## config.mk

```make
export PLATFORM = sky130hd
export DESIGN_NAME = forward_hazard_unit
export DESIGN_NICKNAME = d
export VERILOG_FILES = /design/src/rtl/forward_hazard_unit_pkg.sv /design/src/rtl/forward_hazard_unit_fwd_select.sv /design/src/rtl/forward_hazard_unit.sv
export SDC_FILE = /design/constraint.sdc
export NUM_CORES = 1
export LEC_CHECK = 0
export ABC_CLOCK_PERIOD_IN_PS = 8650
export CAP_MARGIN = 25
export CORE_ASPECT_RATIO = 1.25
export CORE_MARGIN = 5
export CORE_UTILIZATION = 50
export CTS_BUF_LIST = sky130_fd_sc_hd__clkbuf_4
export DETAILED_ROUTE_END_ITERATION = 12
export PLACE_DENSITY = 0.89
export SYNTH_ARGS = -nofsm -noshare
export SYNTH_HDL_FRONTEND = slang
export SYNTH_SLANG_ARGS = --single-unit
```

## constraint.sdc

```tcl
create_clock -name clk -period 8.65 [get_ports clk]
set_clock_uncertainty 0.1 [all_clocks]
set_input_delay 1.73 -clock clk [delete_from_list [all_inputs] [get_ports clk]]
set_output_delay 1.73 -clock clk [all_outputs]
set_load 0.01 [all_outputs]
```

## src/rtl/forward_hazard_unit_pkg.sv

```systemverilog
// forward_hazard_unit_pkg: operand-mux select encodings and shadow pipeline record types
package forward_hazard_unit_pkg;
    localparam int REG_ADDR_W = 5;
    localparam logic [1:0] FWD_RF  = 2'b00;
    localparam logic [1:0] FWD_WB  = 2'b01;
    localparam logic [1:0] FWD_MEM = 2'b10;
    typedef struct packed {
        logic                  valid;
        logic [REG_ADDR_W-1:0] rd;
        logic                  reg_write;
        logic                  mem_read;
    } rec_t;
    typedef struct packed {
        logic                  valid;
        logic [REG_ADDR_W-1:0] rd;
        logic                  reg_write;
    } wb_rec_t;
endpackage

```

## src/rtl/forward_hazard_unit_fwd_select.sv

```systemverilog
// forward_hazard_unit_fwd_select: newest-producer-first priority compare for one EX operand select
module forward_hazard_unit_fwd_select #(
    parameter int REG_ADDR_W = forward_hazard_unit_pkg::REG_ADDR_W
) (
    input  logic [REG_ADDR_W-1:0] i_rs,
    input  logic                  i_ex_valid,
    input  logic [REG_ADDR_W-1:0] i_ex_rd,
    input  logic                  i_ex_reg_write,
    input  logic                  i_mem_valid,
    input  logic [REG_ADDR_W-1:0] i_mem_rd,
    input  logic                  i_mem_reg_write,
    input  logic                  i_kill,
    output logic [1:0]            o_sel
);
    import forward_hazard_unit_pkg::*;
    logic w_ex_hit;
    logic w_mem_hit;
    always_comb begin
        w_ex_hit  = i_ex_valid & i_ex_reg_write & (i_ex_rd != '0) & (i_ex_rd == i_rs);
        w_mem_hit = i_mem_valid & i_mem_reg_write & (i_mem_rd != '0) & (i_mem_rd == i_rs);
        o_sel     = i_kill ? FWD_RF : w_ex_hit ? FWD_MEM : w_mem_hit ? FWD_WB : FWD_RF;
    end
endmodule

```

## src/rtl/forward_hazard_unit.sv

```systemverilog
// forward_hazard_unit: registered EX forwarding selects, load-use stall, branch flush and event counters
module forward_hazard_unit #(
    parameter int REG_ADDR_W = forward_hazard_unit_pkg::REG_ADDR_W,
    parameter int CNT_W      = 32
) (
    input  logic                  clk,
    input  logic                  rst,
    input  logic                  i_id_valid,
    input  logic [REG_ADDR_W-1:0] i_id_rs1,
    input  logic [REG_ADDR_W-1:0] i_id_rs2,
    input  logic [REG_ADDR_W-1:0] i_id_rd,
    input  logic                  i_id_reg_write,
    input  logic                  i_id_mem_read,
    input  logic                  i_branch_taken,
    output logic [1:0]            o_fwd_a,
    output logic [1:0]            o_fwd_b,
    output logic                  o_stall_f,
    output logic                  o_stall_d,
    output logic                  o_flush_d,
    output logic                  o_flush_e,
    output logic [CNT_W-1:0]      o_stall_count,
    output logic [CNT_W-1:0]      o_flush_count
);
    import forward_hazard_unit_pkg::*;
    rec_t       r_ex;
    rec_t       r_mem;
    wb_rec_t    r_wb;
    logic [1:0] w_fwd_a;
    logic [1:0] w_fwd_b;
    logic       w_lu;
    logic       w_kill;
    logic       w_unused;
    assign w_lu      = i_id_valid & r_ex.valid & r_ex.mem_read & (r_ex.rd != '0) &
                       ((r_ex.rd == i_id_rs1) | (r_ex.rd == i_id_rs2));
    assign o_stall_f = w_lu & ~i_branch_taken;
    assign o_stall_d = o_stall_f;
    assign o_flush_d = i_branch_taken;
    assign o_flush_e = i_branch_taken | w_lu;
    assign w_kill    = o_flush_e | ~i_id_valid;
    // WB record and MEM load flag track the datapath but feed no decision here
    assign w_unused  = ^{r_wb, r_mem.mem_read};
    forward_hazard_unit_fwd_select #(.REG_ADDR_W(REG_ADDR_W)) u_sel_a (
        .i_rs(i_id_rs1),
        .i_ex_valid(r_ex.valid),
        .i_ex_rd(r_ex.rd),
        .i_ex_reg_write(r_ex.reg_write),
        .i_mem_valid(r_mem.valid),
        .i_mem_rd(r_mem.rd),
        .i_mem_reg_write(r_mem.reg_write),
        .i_kill(w_kill),
        .o_sel(w_fwd_a)
    );
    forward_hazard_unit_fwd_select #(.REG_ADDR_W(REG_ADDR_W)) u_sel_b (
        .i_rs(i_id_rs2),
        .i_ex_valid(r_ex.valid),
        .i_ex_rd(r_ex.rd),
        .i_ex_reg_write(r_ex.reg_write),
        .i_mem_valid(r_mem.valid),
        .i_mem_rd(r_mem.rd),
        .i_mem_reg_write(r_mem.reg_write),
        .i_kill(w_kill),
        .o_sel(w_fwd_b)
    );
    always_ff @(posedge clk or posedge rst) begin
        if (rst) begin
            r_ex          <= rec_t'('0);
            r_mem         <= rec_t'('0);
            r_wb          <= wb_rec_t'('0);
            o_fwd_a       <= FWD_RF;
            o_fwd_b       <= FWD_RF;
            o_stall_count <= '0;
            o_flush_count <= '0;
        end else begin
            r_wb    <= wb_rec_t'{r_mem.valid, r_mem.rd, r_mem.reg_write};
            r_mem   <= r_ex;
            r_ex    <= o_flush_e ? rec_t'('0) : rec_t'{i_id_valid, i_id_rd, i_id_reg_write, i_id_mem_read};
            o_fwd_a <= w_fwd_a;
            o_fwd_b <= w_fwd_b;
            if (o_stall_d && !(&o_stall_count))
                o_stall_count <= o_stall_count + CNT_W'(1);
            if (i_branch_taken && !(&o_flush_count))
                o_flush_count <= o_flush_count + CNT_W'(1);
        end
    end
endmodule

```

==> metrics <==
residual DRC count=0; Setup Buffers After CTS=0; worst-path maximum fanout=25; Hold-fix buffers, CTS=0; CP Class=in -> out; clk buf depth=2; width of the die=89.4 um; Syn Inst Count=366; diodes inserted=0; grt ovf=0; worst skew pair latency=0.42 ns; total negative slack=0 ns; via count=3142; Core ar.=0.00775 mm2; Final setup viols=0; distinct cell type count of the synthesized netlist=38; Worst setup EP type=primary output; die area=0.00976 mm2; iteration-0 DRC count of the detailed router=98; worst slew pin tran=1.04 ns; Rows=36; HP Class=reg -> reg; DR WL/cell=16.0 um; vias per std cell=5.58; final hold viol count=0; WP data arrival=4.22 ns; Static Leak=0.00226 uW; Worst Slack Setup Final=2.60 ns; Hold Crit Start=r_ex[1]$_DFF_PP0_; cts repair resizes=0; PortBufs=92; worst setup path start=i_id_rs1[1]; final cycle utilization of the critical path=0.699; Max Freq=165 MHz; initial core utilization=0.508; clock root buffer=clkbuf_4; CTS buffer count=9; RSZ-0062 raised after global routing=no; most frequent cells in the layout=clkdlybuf4s50_1, dfrtp_1, xor2_1; synthesized flop and latch total=83; Min Hold Slack=0.302 ns; WL final=8980 um; Syn Area/Cell=10.8 um2; syn nets=389; Ports=93; gpl congestion=0.836; Power Density=153 mW/mm2; most common cell after layout, fill and taps aside=clkdlybuf4s50_1; Max-cap violations=0; peak supply drop=107 uV; status=complete, no violations; synth warn=0; initial antenna violation count=0; CP required=6.82 ns; drt pass-1 iters=4; CTS tree=done; final slew viol count=0; CTS sink count=83; pre-CTS WS=2.63 ns; largest net degree at the start of global routing=84; P&R area growth vs syn=30.4%; die height=109 um; first-pass GRT wire length=15200 um; vias in the first global route=3235; Final HPWL DP=6620 um; mapped cell area=0.00394 mm2; Overall Global Routing Usage=0.197; nets=487; Post-DRT Antenna Nets=0; clock transition at the registers of the reported paths=0.12 ns; sequential share of the synthesized area=0.528; Startpoint Class=primary input; H-tree Lvls=3; share of layout cells above drive strength 1=0.0684; Rel. slew slack=0.296; worst r2r src=r_ex[3]$_DFF_PP0_; Tmin final=6.05 ns
layout make-up:
class                   instances  area (um2)
fillers                       613        2620
flip-flops and latches         83        2080
multi-input cells             267        1790
repair buffers                 94         956
well taps                      95         119
clock inverters                 6        90.1
clock buffers                   9        67.6
inverters                       9        35.0
registers in the layout, summed over array words and instances, names as in the netlist:
signal and flops:
o_fwd_b 2, o_stall_count 32, r_ex 8, o_flush_count 32, r_mem 7, o_fwd_a 2
stage by stage:
step,total power [uW],cells,cell area [um2],util
2_1_floorplan,487,366,3940,-
3_3_place_gp,541,547,4950,0.638
3_5_place_dp,545,547,4950,0.638
4_1_cts,792,562,5100,0.659
5_1_grt,823,563,5130,0.662
6_report,784,563,5130,0.662
per-layer routing:
metal	track usage	up-vias	share of wire	wire (um)
met4	0.0649	0	0.016	148
li1	-	1477	-	-
met5	0	-	0	0
met1	0.263	1539	0.43	3820
met3	0.0363	14	0.061	550
met2	0.321	112	0.50	4470
cells in the mapped netlist:
cell type | n | share of area
o41ai_2 | 1 | 0.0041
nor4b_1 | 1 | 0.0022
xor2_1 | 44 | 0.098
o2111ai_1 | 1 | 0.0022
or2_2 | 3 | 0.0048
nand3_1 | 34 | 0.043
a21oi_1 | 1 | 0.0013
xnor2_1 | 37 | 0.082
buf_4 | 2 | 0.0038
nor4_4 | 1 | 0.0054
nor4_1 | 16 | 0.025
dfrtp_1 | 83 | 0.53
inv_2 | 1 | 0.00095
ha_1 | 2 | 0.0064
or4_4 | 2 | 0.0057
clkbuf_1 | 1 | 0.00095
inv_1 | 8 | 0.0076
and4_1 | 2 | 0.0045
and3_1 | 10 | 0.016
a211o_1 | 1 | 0.0022
o211ai_1 | 2 | 0.0038
nor2_1 | 21 | 0.020
nand2_1 | 29 | 0.028
or4_1 | 4 | 0.0076
or2_1 | 1 | 0.0016
nor4_2 | 1 | 0.0032
and2_1 | 9 | 0.014
o41ai_1 | 1 | 0.0022
or2b_1 | 1 | 0.0019
buf_2 | 4 | 0.0051
nand2b_1 | 1 | 0.0016
nand4_2 | 2 | 0.0064
mux2_2 | 2 | 0.0057
nand4_1 | 14 | 0.022
nor3_1 | 20 | 0.025
mux2i_1 | 1 | 0.0025
or4b_1 | 1 | 0.0025
nor2_2 | 1 | 0.0016
final timing paths:
kind	endpoint	slack (ns)	depth (start not counted)
worst max-delay path	o_stall_f	2.60	7
worst min register to register	r_mem[1]$_DFF_PP0_	0.30	0
worst max register to register	o_stall_count[1]$_DFFE_PP0P_	5.75	6
max in group asynchronous	o_stall_count[22]$_DFFE_PP0P_	6.23	4
min in group asynchronous	o_stall_count[17]$_DFFE_PP0P_	1.62	3
worst min-delay path	r_mem[1]$_DFF_PP0_	0.30	0
power by group:
group | switching, uW | internal, uW
combinational | 43.7 | 58.0
clock | 130 | 117
sequential | 28.4 | 407
logic make-up after synthesis:
family | count (synthesis) | synth area share
compound gates | 7 | 0.0159
xor+xnor | 81 | 0.180
fa+ha+maj | 2 | 0.00636
buf+inv | 16 | 0.0184
flops | 83 | 0.528
mux | 3 | 0.00826
simple gates | 174 | 0.243
worst max-delay path: stages:
cell and delay (ns):
clkdlybuf4s50_1 0.46, xor2_1 0.17, nor3_1 0.18, nand3_1 0.16, a211o_1 0.65, inv_2 0.28, clkdlybuf4s50_1 0.58
(Power assumes the default switching activity.)
